<file path="config.mk">
export PLATFORM = sky130hd
export DESIGN_NAME = loop_addr_gen_flat
export DESIGN_NICKNAME = d
export VERILOG_FILES = /design/src/rtl/loop_addr_gen_if.sv /design/src/rtl/loop_addr_gen.sv /design/src/flat_wrapper.sv
export SDC_FILE = /design/constraint.sdc
export NUM_CORES = 1
export LEC_CHECK = 0
export ABC_AREA = 1
export BUFFER_PORTS_ARGS = -buffer_cell sky130_fd_sc_hd__buf_2
export CAP_MARGIN = 20
export CORE_ASPECT_RATIO = 1.2
export CORE_MARGIN = 1.5
export CORE_UTILIZATION = 55
export DETAILED_ROUTE_END_ITERATION = 7
export PLACE_DENSITY_LB_ADDON = 0.15
export SETUP_SLACK_MARGIN = 0.05
export SLEW_MARGIN = 40
export SYNTH_ARGS = -nofsm -noshare
export SYNTH_HDL_FRONTEND = slang
export SYNTH_SLANG_ARGS = --single-unit
</file>
<file path="constraint.sdc">
create_clock -name clk -period 2.1 [get_ports clk]
set_input_delay 0.21 -clock clk [delete_from_list [all_inputs] [get_ports clk]]
set_output_delay 0.21 -clock clk [all_outputs]
set_load 0.05 [all_outputs]
</file>
<file path="src/rtl/loop_addr_gen_if.sv">
`default_nettype none
// ============================================================================
//  Module   : loop_addr_gen_if
//  Purpose  : Address stream from the two-level loop generator to its
//             consumer. The address, loop indices and end-of-run flag travel
//             with a valid/ready handshake.
//  Revision : 1.0  initial release
// ============================================================================
interface loop_addr_gen_if #(
    parameter int ADDR_WIDTH  = 16,
    parameter int COUNT_WIDTH = 8
);
    logic                   addr_valid;
    logic                   addr_ready;
    logic [ADDR_WIDTH-1:0]  addr;
    logic [COUNT_WIDTH-1:0] inner_cnt;
    logic [COUNT_WIDTH-1:0] outer_cnt;
    logic                   last;

    // Generator side: produces the stream and observes ready.
    modport master (
        output addr_valid,
        output addr,
        output inner_cnt,
        output outer_cnt,
        output last,
        input  addr_ready
    );

    // Consumer side: observes the stream and drives ready.
    modport slave (
        input  addr_valid,
        input  addr,
        input  inner_cnt,
        input  outer_cnt,
        input  last,
        output addr_ready
    );
endinterface
`default_nettype wire

</file>
<file path="src/rtl/loop_addr_gen.sv">
`default_nettype none
// ============================================================================
//  Module   : loop_addr_gen
//  Purpose  : Two-level nested-loop address generator. One address is issued
//             per handshake; the inner loop steps by the inner stride and each
//             new outer iteration restarts from the previous row base plus the
//             outer stride. Only adders are used, and wrap is modulo
//             2^ADDR_WIDTH.
//  Revision : 1.0  initial release
// ============================================================================
module loop_addr_gen #(
    parameter int ADDR_WIDTH  = 16,
    parameter int COUNT_WIDTH = 8
) (
    input  wire logic                   clk,
    input  wire logic                   reset,
    input  wire logic                   clear,
    input  wire logic                   start,
    input  wire logic [ADDR_WIDTH-1:0]  base_addr,
    input  wire logic [ADDR_WIDTH-1:0]  inner_stride,
    input  wire logic [ADDR_WIDTH-1:0]  outer_stride,
    input  wire logic [COUNT_WIDTH-1:0] inner_max,
    input  wire logic [COUNT_WIDTH-1:0] outer_max,
    output logic                        busy,
    output logic                        done,
    loop_addr_gen_if.master             addr_if
);

    typedef enum logic [1:0] {
        IDLE = 2'd0,
        RUN  = 2'd1,
        FIN  = 2'd2
    } state_t;

    state_t                 r_state;
    state_t                 w_state_next;

    // Configuration captured when a run is accepted
    logic [ADDR_WIDTH-1:0]  r_inner_stride;
    logic [ADDR_WIDTH-1:0]  r_outer_stride;
    logic [COUNT_WIDTH-1:0] r_inner_max;
    logic [COUNT_WIDTH-1:0] r_outer_max;

    // Loop position
    logic [ADDR_WIDTH-1:0]  r_addr;
    logic [ADDR_WIDTH-1:0]  r_row_base;
    logic [COUNT_WIDTH-1:0] r_inner_cnt;
    logic [COUNT_WIDTH-1:0] r_outer_cnt;

    logic                   w_accept;
    logic                   w_handshake;
    logic                   w_inner_end;
    logic                   w_outer_end;
    logic                   w_last;
    logic [ADDR_WIDTH-1:0]  w_next_row;

    assign w_inner_end = (r_inner_cnt == r_inner_max);
    assign w_outer_end = (r_outer_cnt == r_outer_max);
    assign w_last      = w_inner_end & w_outer_end & (r_state == RUN);
    assign w_handshake = (r_state == RUN) & addr_if.addr_ready;
    assign w_next_row  = r_row_base + r_outer_stride;

    // State register
    always_ff @(posedge clk) begin
        if (reset) begin
            r_state <= IDLE;
        end else begin
            r_state <= w_state_next;
        end
    end

    // Next-state decode and state-derived outputs; clear overrides all
    always_comb begin
        w_state_next       = r_state;
        w_accept           = 1'b0;
        addr_if.addr_valid = 1'b0;
        busy               = 1'b0;
        done               = 1'b0;
        case (r_state)
            IDLE: begin
                if (start && !clear) begin
                    w_accept     = 1'b1;
                    w_state_next = RUN;
                end
            end
            RUN: begin
                addr_if.addr_valid = 1'b1;
                busy               = 1'b1;
                if (w_handshake && w_last) begin
                    w_state_next = FIN;
                end
            end
            FIN: begin
                done         = 1'b1;
                w_state_next = IDLE;
            end
            default: begin
                w_state_next = IDLE;
            end
        endcase
        if (clear) begin
            w_state_next = IDLE;
        end
    end

    // Configuration capture and loop advance on each accepted address
    always_ff @(posedge clk) begin
        if (reset) begin
            r_inner_stride <= '0;
            r_outer_stride <= '0;
            r_inner_max    <= '0;
            r_outer_max    <= '0;
            r_addr         <= '0;
            r_row_base     <= '0;
            r_inner_cnt    <= '0;
            r_outer_cnt    <= '0;
        end else if (clear) begin
            r_addr         <= '0;
            r_row_base     <= '0;
            r_inner_cnt    <= '0;
            r_outer_cnt    <= '0;
        end else if (w_accept) begin
            r_inner_stride <= inner_stride;
            r_outer_stride <= outer_stride;
            r_inner_max    <= inner_max;
            r_outer_max    <= outer_max;
            r_addr         <= base_addr;
            r_row_base     <= base_addr;
            r_inner_cnt    <= '0;
            r_outer_cnt    <= '0;
        end else if (w_handshake && !w_last) begin
            if (!w_inner_end) begin
                r_inner_cnt <= r_inner_cnt + 1'b1;
                r_addr      <= r_addr + r_inner_stride;
            end else begin
                // Row complete: start the next row from the stored row base
                r_inner_cnt <= '0;
                r_outer_cnt <= r_outer_cnt + 1'b1;
                r_row_base  <= w_next_row;
                r_addr      <= w_next_row;
            end
        end
    end

    assign addr_if.addr      = r_addr;
    assign addr_if.inner_cnt = r_inner_cnt;
    assign addr_if.outer_cnt = r_outer_cnt;
    assign addr_if.last      = w_last;

endmodule
`default_nettype wire

</file>
<file path="src/flat_wrapper.sv">
// flat-port wrapper written by rule: the top's interface ports become plain ports
module loop_addr_gen_flat 
#(
    parameter int ADDR_WIDTH  = 16,
    parameter int COUNT_WIDTH = 8
)
  (clk, reset, clear, start, base_addr, inner_stride, outer_stride, inner_max, outer_max, busy, done, addr_if_addr_valid, addr_if_addr, addr_if_inner_cnt, addr_if_outer_cnt, addr_if_last, addr_if_addr_ready);
  loop_addr_gen_if #(.ADDR_WIDTH(ADDR_WIDTH), .COUNT_WIDTH(COUNT_WIDTH)) addr_if_i ();
  input  wire logic clk;
  input  wire logic reset;
  input  wire logic clear;
  input  wire logic start;
  input  wire logic [ADDR_WIDTH-1:0] base_addr;
  input  wire logic [ADDR_WIDTH-1:0] inner_stride;
  input  wire logic [ADDR_WIDTH-1:0] outer_stride;
  input  wire logic [COUNT_WIDTH-1:0] inner_max;
  input  wire logic [COUNT_WIDTH-1:0] outer_max;
  output logic busy;
  output logic done;
  output wire logic [$bits(addr_if_i.addr_valid)-1:0] addr_if_addr_valid;
  output wire logic [$bits(addr_if_i.addr)-1:0] addr_if_addr;
  output wire logic [$bits(addr_if_i.inner_cnt)-1:0] addr_if_inner_cnt;
  output wire logic [$bits(addr_if_i.outer_cnt)-1:0] addr_if_outer_cnt;
  output wire logic [$bits(addr_if_i.last)-1:0] addr_if_last;
  input wire logic [$bits(addr_if_i.addr_ready)-1:0] addr_if_addr_ready;
  assign addr_if_addr_valid = addr_if_i.addr_valid;
  assign addr_if_addr = addr_if_i.addr;
  assign addr_if_inner_cnt = addr_if_i.inner_cnt;
  assign addr_if_outer_cnt = addr_if_i.outer_cnt;
  assign addr_if_last = addr_if_i.last;
  assign addr_if_i.addr_ready = addr_if_addr_ready;
  loop_addr_gen #(.ADDR_WIDTH(ADDR_WIDTH), .COUNT_WIDTH(COUNT_WIDTH)) u_core (.clk(clk), .reset(reset), .clear(clear), .start(start), .base_addr(base_addr), .inner_stride(inner_stride), .outer_stride(outer_stride), .inner_max(inner_max), .outer_max(outer_max), .busy(busy), .done(done), .addr_if(addr_if_i));
endmodule
</file>
Word-level counts from Yosys, hierarchy flattened
Index checks and enable logic that the tools add are counted.
- add/sub/neg operators: 4
- equal/unequal tests: 6
- multiplexer cells: 14
- bitwise gates (word level): 4
- reductions and logical operators: 14
- operator list (operator ; number):
    16-bit two-way mux ; 6
    16-bit adder ; 2
    8-bit by 1-bit adder with 8-bit output (second input constant) ; 2
    8-bit == test ; 2
    8-bit two-way mux ; 1
    2-bit AND reduction ; 4
    1-bit two-way mux ; 4
    2-bit two-way mux ; 2
    2-bit one-hot mux with 2 select lines ; 1
    2-bit nonzero test ; 2
    1-bit AND ; 3
    1-bit logical AND ; 3
    3-bit OR reduction ; 1
    2-bit by 1-bit == test with 1-bit output (second input constant) ; 1
    2-bit == test (second input constant) ; 1
    1-bit zero test ; 2
    2-bit zero test ; 1
    2-bit by 1-bit != test with 1-bit output (second input constant) ; 1
    2-bit != test (second input constant) ; 1
    2-bit OR reduction ; 1
    1-bit inverter ; 1
- bits in registers: 98
- input bits: 69
- output and inout port bits: 36

Depth between registers and ports, before layout
Gate-level depths: netlist of the first run.
- depth after elaboration: 7
- depth in mapped cells: 15
- depth with buffers taken out: 15

Least setup slack after synthesis of the first run
OpenSTA, ideal clock, no wires.
- path type: register to register
- start point: register u_core.r_inner_cnt[4], in the netlist u_core.addr_if.inner_cnt[4]
- end point: register u_core.r_addr[3], in the netlist u_core.addr_if.addr[3]
- library setup time: 0.116 ns
- arrival time: 1.892 ns
- data required time: 1.984 ns
- slack: 0.093 ns
- stages on the path, launching flop included: 12
- buffers on the path: 2
- period minus slack after synthesis: 2.007 ns
- path through: dfxtp_1 buf_2 xor2_1 nor2_1 nand2_1 nor2_8 nand2_4 nand2_4 nand2_4 buf_4 o21ai_1 nor2_1
- word-level cells in the longest chain between the ends: 6
- ends and longest elaborated chain (element ; RTL line ; source):
    from (decl) ; loop_addr_gen.sv:47 ; logic [COUNT_WIDTH-1:0] r_inner_cnt;
    from (signal assigned) ; loop_addr_gen.sv:133 ; r_inner_cnt <= r_inner_cnt + 1'b1;
    8-bit == test * ; loop_addr_gen.sv:57 ; assign w_inner_end = (r_inner_cnt == r_inner_max);
    1-bit AND (2 in series) ; loop_addr_gen.sv:59 ; assign w_last = w_inner_end & w_outer_end & (r_state == RUN);
    1-bit zero test ; loop_addr_gen.sv:131 ; end else if (w_handshake && !w_last) begin
    1-bit logical AND ; loop_addr_gen.sv:131 ;
    2-bit nonzero test (no line) ; n/a ;
    to (signal assigned) ; loop_addr_gen.sv:127 ; r_addr <= base_addr;
    to (signal assigned) ; loop_addr_gen.sv:134 ; r_addr <= r_addr + r_inner_stride;
    to (signal assigned) ; loop_addr_gen.sv:140 ; r_addr <= w_next_row;
    to (decl) ; loop_addr_gen.sv:45 ; logic [ADDR_WIDTH-1:0] r_addr;
Mark *: on every way between the ends. The rest lies on a longest branch, timed or not. The select of a mux whose other input is x is not followed.
A chain may end at the register's enable or synchronous reset.

Final worst setup path of the first run
- start point: register u_core.r_outer_cnt[0], in the netlist u_core.addr_if.outer_cnt[0]
- end point: output addr_if_last
- word-level cells in the longest chain between the ends: 3
- ends and longest elaborated chain (element ; RTL line ; source):
    from (decl) ; loop_addr_gen.sv:48 ; logic [COUNT_WIDTH-1:0] r_outer_cnt;
    from (signal assigned) ; loop_addr_gen.sv:138 ; r_outer_cnt <= r_outer_cnt + 1'b1;
    8-bit == test ; loop_addr_gen.sv:58 ; assign w_outer_end = (r_outer_cnt == r_outer_max);
    1-bit AND (2 in series) ; loop_addr_gen.sv:59 ;
    to (decl) ; flat_wrapper.sv:24 ; output wire logic [$bits(addr_if_i.last)-1:0] addr_if_last;
Every way passes these cells.

==> metrics.txt, run 1 <==
commonest non-fill, non-tap cells in the layout 277 x nand2_1, 183 x nor2_1, 113 x inv_1, 103 x buf_2, 96 x dfxtp_1; DR WL/cell between 10 and 15 um; Setup TNS 0 ns; number of antenna-violating nets in the routed design 0; clock sinks 98; Hold Vio Cnt, Final 0; Num CTS Buffers 9; Total GRT Usage between 20% and 30%; RSZ-0062 raised after global routing true; mean post-synth cell area a little over 6 um^2; max incr delay on CP 0.39 ns; Net Count, Synth 1,108; Die Y-Extent about 120 um; die width around 100 um; worst-margin pin slew 0.627 ns; final RePlAce weighted congestion 0.945; post-synth cell types 31; post-CTS setup buffer count 0; via count 6,392; # diodes 0; layout net count approximately 1,200; Hold Crit Class in -> reg; gr ovfl total 0; first-pass GRT wire length 26,300 um; Synth Warn # 0; worst r2r src u_core.addr_if.addr[0]; layout cells sized above 1 approximately 14%; Ports 105; crit path max-delay cell type dfxtp_1; overall power 4550 uW; largest net degree at the start of global routing 32; First-pass DRT Iterations 5; initial antenna violation count 0; Peak supply drop 0.348 mV; CP Launch Type flop; final cycle utilization of the critical path between 90% and 100%; Final Util between 60% and 70%; final critical-path required period 1.96 ns; arrival time worst endpoint about 1.8 ns; DRC viols 0; register bit total from synthesis 98; Max FO, Critical Path 5; initial DRC count between 200 and 300; Mapped Cells around 1,000; slack of the critical path 0.139 ns; Seq/Total Area, Yosys 31.4%; commonest non-fill, non-tap cell in the layout nand2_1; Critical Path Sink Type output port; run status complete, no violations; FP Rows 42; full die area approximately 0.012 mm^2; FF-to-FF End u_core.addr_if.addr[12]; Hold Path Stages 3; cell area after synthesis 0.00625 mm^2; CTS tree done; Hold Path Sink u_core.r_outer_stride[3]; clock transition at the registers of the reported paths 0.07 ns; Layout area overhead 16.0%; Core Region 0.0110 mm^2; vias in the first global route 5,915; Via density around 5; Clock Tree Root clkbuf_16; Hold WS ~0.087 ns; WP data required 1.89 ns; pre-CTS setup slack 0.145 ns; PD cells 627 mW/mm^2; port bufs between 100 and 150; Initial Util 56.7%; Routed WL about 16,000 um; worst skew pair latency 0.34 ns; min-delay src outer_stride[3]; CTS max path bufs 2; relative slew slack 58.1%; Max Cap Violations 0; Final setup viols 0; H-tree Lvls 3; fmax 510 MHz; Slew Limit Fails 0; Reg2Reg Depth 12; cell breakdown of the critical path inv_1 > nand2_1 > nand2_1 > nor2_1 > nand3_1 > nor2_1 > nand2_4 > inv_1 > clkbuf_4; Setup CP Type reg -> out; placed wire-length estimate 12,200 um; Reg2Reg Setup Slack 0.16 ns; Pleak 0.00393 uW; clk_skew 0.00497 ns
## sequential cells by signal, summed over array words and instances (netlist names)
register and flops:
u_core.addr_if.addr 16, u_core.r_inner_stride 16, u_core.r_outer_stride 16, u_core.r_row_base 16
u_core.addr_if.inner_cnt 8, u_core.addr_if.outer_cnt 8, u_core.r_inner_max 8, u_core.r_outer_max 8
u_core.r_state 2
## logic make-up after synthesis
kind of cell | synth area share (%)
flip-flops | 31.4
XOR/XNOR | 4.20
AND/OR/NAND/NOR | 37.0
AO/OA/AOI/OAI | 10.7
adder cells (fa/ha/maj) | 7.04
buffers and inverters | 9.68
## synth_stat cells
library cell  count  area [um^2]
and2_1            8         50.1
inv_2             4         15.0
nand3_1          62          310
buf_2             4         20.0
buf_4             4         30.0
nor2_2            1         6.26
nor2_1          183          687
dfxtp_1          98         1960
nand3_4           1         17.5
o21ai_1          17         85.1
nor3_1            7         35.0
o21bai_1          1         7.51
or2_2             1         6.26
nand2_2           1         6.26
ha_1             32          400
nor3_2            1         10.0
a21oi_1          47          235
clkbuf_1         19         71.3
nand4_1           8         50.1
o22ai_1           1         6.26
buf_6             3         33.8
nand3b_1          3         22.5
nor2_8            1         20.0
xnor2_1          12          105
o21ai_0          67          335
nand2_4           4         45.0
nand2_1         279         1050
inv_1           113          424
fa_1              2         40.0
xor2_1           18          158
buf_1             3         11.3
## metal layers
| metal | global-route usage (%) | vias to the layer above | share of wire (%) |
|---|---|---|---|
| li1 | - | 3353 | - |
| met1 | 34.0 | 2858 | 44 |
| met2 | 47.6 | 150 | 49 |
| met3 | 2.45 | 31 | 3.9 |
| met4 | 11.6 | 0 | 2.9 |
| met5 | 0 | - | 0 |
## stage by stage
step	instances	cell area [um^2]
after global routing	1242	7260
after floorplan	1005	6250
after global placement	1226	6930
final	1242	7260
after detailed placement	1226	6930
after CTS	1242	7230
## how the worst max path moves through the flow
stage	end	start	depth (start not counted)	slack, ns
floorplan	u_core.addr_if.addr[3]	u_core.addr_if.inner_cnt[4]	11	0.09
global route	u_core.addr_if.addr[12]	u_core.addr_if.addr[0]	12	0.001
detailed placement	u_core.addr_if.addr[6]	u_core.addr_if.addr[0]	11	0.14
global placement	u_core.addr_if.addr[6]	u_core.addr_if.addr[0]	11	0.15
CTS	addr_if_last	u_core.addr_if.outer_cnt[3]	9	0.10
finish	addr_if_last	u_core.addr_if.outer_cnt[0]	9	0.14
## critical path, delay by kind of cell (launching register included)
| kind | cells | cell delay, ns |
|---|---|---|
| buffers and inverters | 3 | 0.40 |
| DFF | 1 | 0.39 |
| and+or+nand+nor | 6 | 0.61 |
## layout make-up
cell class / count / area, um^2
multi-input combinational: 757 / 3720
inverter: 117 / 439
timing repair buffer: 122 / 671
sequential: 98 / 1960
tap: 132 / 165
fill: 1108 / 3780
clock inverter: 3 / 21.3
clock buffer: 13 / 280
## where the power goes
part | switching (uW) | total, uW | internal (uW)
Combinational | 578 | 905 | 327
Sequential | 63.0 | 2010 | 1950
Clock | 700 | 1630 | 933
## timing repair
| action | 4_1_cts | 5_1_grt |
|---|---|---|
| setup endpoints to repair | 0 | 11 |
| gates resized for setup | 0 | 9 |
| hold buffers | 0 | 0 |
Power figures use the tool's default switching activity.
==> inputs of run 2 (changes only) <==
--- a/config.mk
+++ b/config.mk
@@ -8,7 +8,7 @@
 export ABC_AREA = 1
 export BUFFER_PORTS_ARGS = -buffer_cell sky130_fd_sc_hd__buf_2
 export CAP_MARGIN = 20
-export CORE_ASPECT_RATIO = 1.2
+export CORE_ASPECT_RATIO = 1.75
 export CORE_MARGIN = 1.5
 export CORE_UTILIZATION = 55
 export DETAILED_ROUTE_END_ITERATION = 7
==> constraint.sdc (replaced) <==
create_clock -name clk -period 2.2 [get_ports clk]
set_input_delay 0.22 -clock clk [delete_from_list [all_inputs] [get_ports clk]]
set_output_delay 0.22 -clock clk [all_outputs]
set_load 0.05 [all_outputs]
==> run 2 against run 1 <==
Compared with the run above:
- die area increased by 0.19%
- final area decreased by 0.66%
- first-iteration DRC count increased by 20%
- global-route usage increased by 2.8 points
- highest routed layer unchanged
- wire length increased by 13%
- hold slack got worse by 0.0021 ns
- clock-buffer cell count decreased by 4
- clock skew increased by 0.0071 ns
==> metrics.txt, run 2 (synthesis gave the netlist of run 1 again) <==
run status complete, no violations; clock transition at the registers of the reported paths 0.07 ns (about the same); final cycle utilization of the critical path a little over nine tenths; post_cts resized 0 (unchanged); worst-margin pin slew 0.628 ns (+0.00149 ns); final critical-path required period 2.07 ns; Hold Crit Class in -> reg; initial antenna violation count 0 (unchanged); arrival time worst endpoint 1.85 ns (+0.10 ns); layout cells sized above 1 14.1% (-0.18 points); clock network power share 34.8% (-1.1 points); # diodes 0 (unchanged); full die area 0.0120 mm^2 (+0.19%); Initial Util 56.3% (-0.34 points); Pleak 0.00390 uW (-0.60%); Via density 5.29 (+2.8%); number of antenna-violating nets in the routed design 0 (unchanged); Max Cap Violations 0 (unchanged); Routed WL 18,100 um (+13%); met1 wire length 6920 um (-2.3%); PD cells 597 mW/mm^2 (-4.8%); placed wire-length estimate 14,000 um (+15%); Met2 Wirelength 9200 um (+17%); internal power 2940 uW (-8.4%); Clock Tree Root clkbuf_16; H-tree Lvls 3 (unchanged); final RePlAce weighted congestion 1.04 (+9.7%); commonest non-fill, non-tap cells in the layout 279 x nand2_1, 183 x nor2_1, 113 x inv_1, 103 x buf_2, 96 x dfxtp_1; clock sinks 98 (unchanged); initial DRC count 300 (+20%); CP Launch Type flop; clk_skew 0.0120 ns (+0.00706 ns); first-pass GRT wire length 28,400 um (+8.0%); Final setup viols 0 (unchanged); Die Y-Extent 144 um (+20%); Ports 105 (unchanged); sw frac 31.7% (+2.3 points); Critical Path Sink Type output port; Setup CP Type reg -> out; relative slew slack 58.0% (-0.10 points); DR WL/cell 14.5 um (+13%); layout net count 1,208 (unchanged); Setup TNS 0 ns (unchanged); Total GRT Usage 30.0% (+2.8 points); fillcell total 1,153 (+4.1%); vias in the first global route 6,124 (+3.5%); WP data required 1.98 ns (+0.09 ns); port bufs 104 (unchanged); First-pass DRT Iterations 5 (unchanged); CTS tree done; Reg2Reg Setup Slack 0.20 ns (+0.04 ns); pre-CTS setup slack 0.212 ns (+0.0672 ns); Core Region 0.0111 mm^2 (+0.61%); count of hold buffers inserted by post-cts repair 0 (unchanged); DRC viols 0 (unchanged); largest net degree at the start of global routing 35 (+9.4%); via count 6,572 (+2.8%); post-CTS setup buffer count 0 (unchanged); Seq pwr share 44.7% (+0.5 points); top routing layer in use met4; Slew Limit Fails 0 (unchanged); combinational share of power 20.5% (+0.6 points); gr ovfl total 0 (unchanged); Num CTS Buffers 9 (unchanged); area of the multi-input gates 0.00370 mm^2 (-0.30%); overall power 4300 uW (-5.4%); die width 83.6 um (-17%); Reg area 0.00196 mm^2 (unchanged); Layout area overhead 15.3%; Hold Vio Cnt, Final 0 (unchanged); worst skew pair latency 0.35 ns (about the same); Peak supply drop 0.509 mV (+46%); slack of the critical path 0.129 ns (-0.00990 ns); Net Sw Power 1370 uW (+1.8%); commonest non-fill, non-tap cell in the layout nand2_1; fmax 483 MHz; Max FO, Critical Path 7 (+2); FP Rows 51 (+21%); CTS max path bufs 2 (unchanged); RSZ-0062 raised after global routing true; met3 wire length 642 um (+3.0%)
==> run 2: cell count changes in the layout (fill, tap and decap cells not counted), moves of 2 or more <==
cell	change
inv_6	+2
nand2_2	-2
clkbuf_8	-4
nand2_1	+2
==> run 2: final cells by class <==
type	count	share of cell area [%]
Multi-Input combinational cell	757	51.4
Sequential cell	98	27.2
Timing Repair Buffer	122	9.13
Inverter	117	6.09
Clock buffer	9	3.12
Tap cell	132	2.29
Clock inverter	7	0.729
==> run 2: through the flow <==
stage	cells	util, %	hold WS [ns]	instance area, um^2
finish	1242	64.9	0.0848	7210
global route	1242	64.9	0.0826	7210
CTS	1242	64.8	0.0822	7190
detailed placement	1226	62.3	0.448	6910
global placement	1226	62.3	0.439	6910
floorplan	1005	-	0.335	6250
==> run 2: power by group through the flow <==
stage / Clock, uW / Sequential [uW] / Combinational (uW)
2_1_floorplan: 0 / 1980 / 569
3_3_place_gp: 0 / 1960 / 864
3_5_place_dp: 0 / 1960 / 869
4_1_cts: 1520 / 1920 / 875
5_1_grt: 1590 / 1930 / 978
6_report: 1500 / 1920 / 884
==> run 2: path summary, 6_finish.rpt <==
path | start | endpoint | cells after the start
setup / recovery | u_core.addr_if.inner_cnt[6] | addr_if_last | 9
hold / removal | outer_stride[7] | u_core.r_outer_stride[7] | 3
setup reg to reg | u_core.addr_if.inner_cnt[6] | u_core.r_row_base[9] | 13
hold reg to reg | u_core.r_outer_max[0] | u_core.r_outer_max[0] | 2
==> run 2: layer usage <==
metal / GRT usage, % / vias up
met5: 0 / -
met4: 23.3 / 0
met3: 3.48 / 68
met2: 54.9 / 195
met1: 30.8 / 2953
li1: - / 3356
==> run 2: worst max-delay path, stage by stage, from the launching register on <==
cell	delay (ns)
dfxtp_1	0.38
inv_1	0.08
nand2_1	0.06
nand2_1	0.05
nor2_1	0.15
nand2_2	0.12
nor2_8	0.22
nand2_4	0.11
inv_1	0.09
clkbuf_4	0.23
==> inputs of run 3 (changes only) <==
--- a/config.mk
+++ b/config.mk
@@ -10,7 +10,7 @@
 export CAP_MARGIN = 20
 export CORE_ASPECT_RATIO = 1.75
 export CORE_MARGIN = 1.5
-export CORE_UTILIZATION = 55
+export CORE_UTILIZATION = 57
 export DETAILED_ROUTE_END_ITERATION = 7
 export PLACE_DENSITY_LB_ADDON = 0.15
 export SETUP_SLACK_MARGIN = 0.05
==> run 3 against run 2 <==
Compared with the run above:
- via count rose by 0.94%
- clock power up 11%
- first-iteration DRC count grew 27%
- register-to-register slack lost 0.02 ns
- critical endpoint unchanged
==> metrics.txt, run 3 (synthesis gave the netlist of run 1 again) <==
clock sinks 98 (unchanged); worst-margin pin slew 0.676 ns (+0.0475 ns); post-CTS setup buffer count 0 (unchanged); port bufs 104 (unchanged); Ports 105 (unchanged); Peak supply drop 0.477 mV (-6.3%); WP data required 1.98 ns (about the same); DR WL/cell 14.6 um (+0.30%); layout net count 1,208 (unchanged); layout cells sized above 1 14.1% (unchanged); final cycle utilization of the critical path 93.2% (-0.98 points); slack of the critical path 0.151 ns (+0.0216 ns); Routed WL 18,100 um (+0.14%); largest net degree at the start of global routing 49 (+40%); Initial Util 58.5% (+2.1 points); RSZ-0062 raised after global routing false; grt met2 use 58.2% (+3.4 points); post_cts resized 0 (unchanged); initial antenna violation count 0 (unchanged); Setup CP Type reg -> out; DRC viols 0 (unchanged); Pleak 0.00392 uW (+0.44%); final cell area excluding filler cells 0.00724 mm^2 (+0.42%); Critical Path Sink Type output port; Clock Tree Root clkbuf_16; commonest non-fill, non-tap cell in the layout nand2_1; vias in the first global route 6,167 (+0.70%); run status complete, no violations; CTS max path bufs 2 (unchanged); Final setup viols 0 (unchanged); H-tree Lvls 3 (unchanged); number of antenna-violating nets in the routed design 0 (unchanged); # diodes 0 (unchanged); First-pass DRT Iterations 5 (unchanged); Slew Limit Fails 0 (unchanged); via count 6,634 (+0.94%); arrival time worst endpoint 1.83 ns (-0.02 ns); commonest non-fill, non-tap cells in the layout 278 x nand2_1, 183 x nor2_1, 113 x inv_1, 103 x buf_2, 96 x dfxtp_1; Num CTS Buffers 9 (unchanged); Reg2Reg Setup Slack 0.18 ns (-0.02 ns); Via density 5.35 (+1.1%); Setup TNS 0 ns (unchanged); Total GRT Usage 32.4% (+2.4 points); final RePlAce weighted congestion 1.00 (-3.3%); DP Area 0.00691 mm^2 (about the same); count of hold buffers inserted by post-cts repair 0 (unchanged); first-pass GRT wire length 28,700 um (+1.1%); PD cells 619 mW/mm^2 (+3.6%); worst skew pair latency 0.36 ns (about the same); Die Y-Extent 142 um (-1.7%); initial DRC count 380 (+27%); relative slew slack 54.9% (-3.1 points); M1 GR Usage 34.3% (+3.5 points); Hold Vio Cnt, Final 0 (unchanged); overall power 4480 uW (+4.1%); Layout area overhead 15.8%; placed wire-length estimate 13,600 um (-2.4%); CP Launch Type flop; full die area 0.0116 mm^2 (-3.4%); CTS tree done; FP Rows 50 (-2.0%); Hold Crit Class in -> reg; gr ovfl total 0 (unchanged); Max Cap Violations 0 (unchanged); die width 82.2 um (-1.7%); busiest grt layer met2; met3 Use GR 3.47% (-0.0091 points); final critical-path required period 2.05 ns (-0.0216 ns); Max FO, Critical Path 8 (+1); clock transition at the registers of the reported paths 0.07 ns (about the same); pre-CTS setup slack 0.150 ns (-0.0621 ns); clk_skew 0.00963 ns (-0.00240 ns); fmax 488 MHz (+1.1%); Core Region 0.0107 mm^2 (-3.7%)
[run 3: worst max-delay path: stages (launching register included)]
cell,delay [ns]
dfxtp_1,0.39
inv_1,0.08
nand2_1,0.06
nand2_1,0.06
nor2_2,0.12
nand2_2,0.12
nor2_8,0.21
nand2_4,0.11
inv_1,0.08
clkbuf_4,0.23
[run 3: path summary, 6_finish.rpt]
| check | endpoint | from | depth (start not counted) |
|---|---|---|---|
| max | addr_if_last | u_core.addr_if.inner_cnt[3] | 9 |
| min | u_core.r_outer_max[7] | outer_max[7] | 3 |
| max reg2reg | u_core.addr_if.addr[14] | u_core.addr_if.inner_cnt[3] | 12 |
| min reg2reg | u_core.r_outer_max[0] | u_core.r_outer_max[0] | 2 |
[run 3: through the flow]
stage               utilization, %  hold WS [ns]  cells
floorplan                        -         0.335   1005
global placement              64.6         0.439   1224
detailed placement            64.6         0.448   1224
CTS                           67.5        0.0843   1240
global route                  67.7        0.0869   1240
finish                        67.7        0.0844   1240
[run 3: power breakdown]
group          internal [uW]  total, uW  switching (uW)
Sequential              1860       1920            63.1
Combinational            302        882             580
Clock                    949       1670             725
[run 3: routing by layer]
metal | share of wire (%) | routed length (um)
met5 | 0 | 0
met3 | 4.6 | 840
met4 | 5.6 | 1010
met1 | 38 | 6870
met2 | 52 | 9370
[run 3: cell type report]
cell class | count | area (um^2)
clock buffer | 11 | 253
clock inverter | 5 | 60.1
fill | 1024 | 3460
inverter | 117 | 442
multi-input combinational | 757 | 3700
sequential | 98 | 1960
tap | 130 | 163
timing repair buffer | 122 | 658
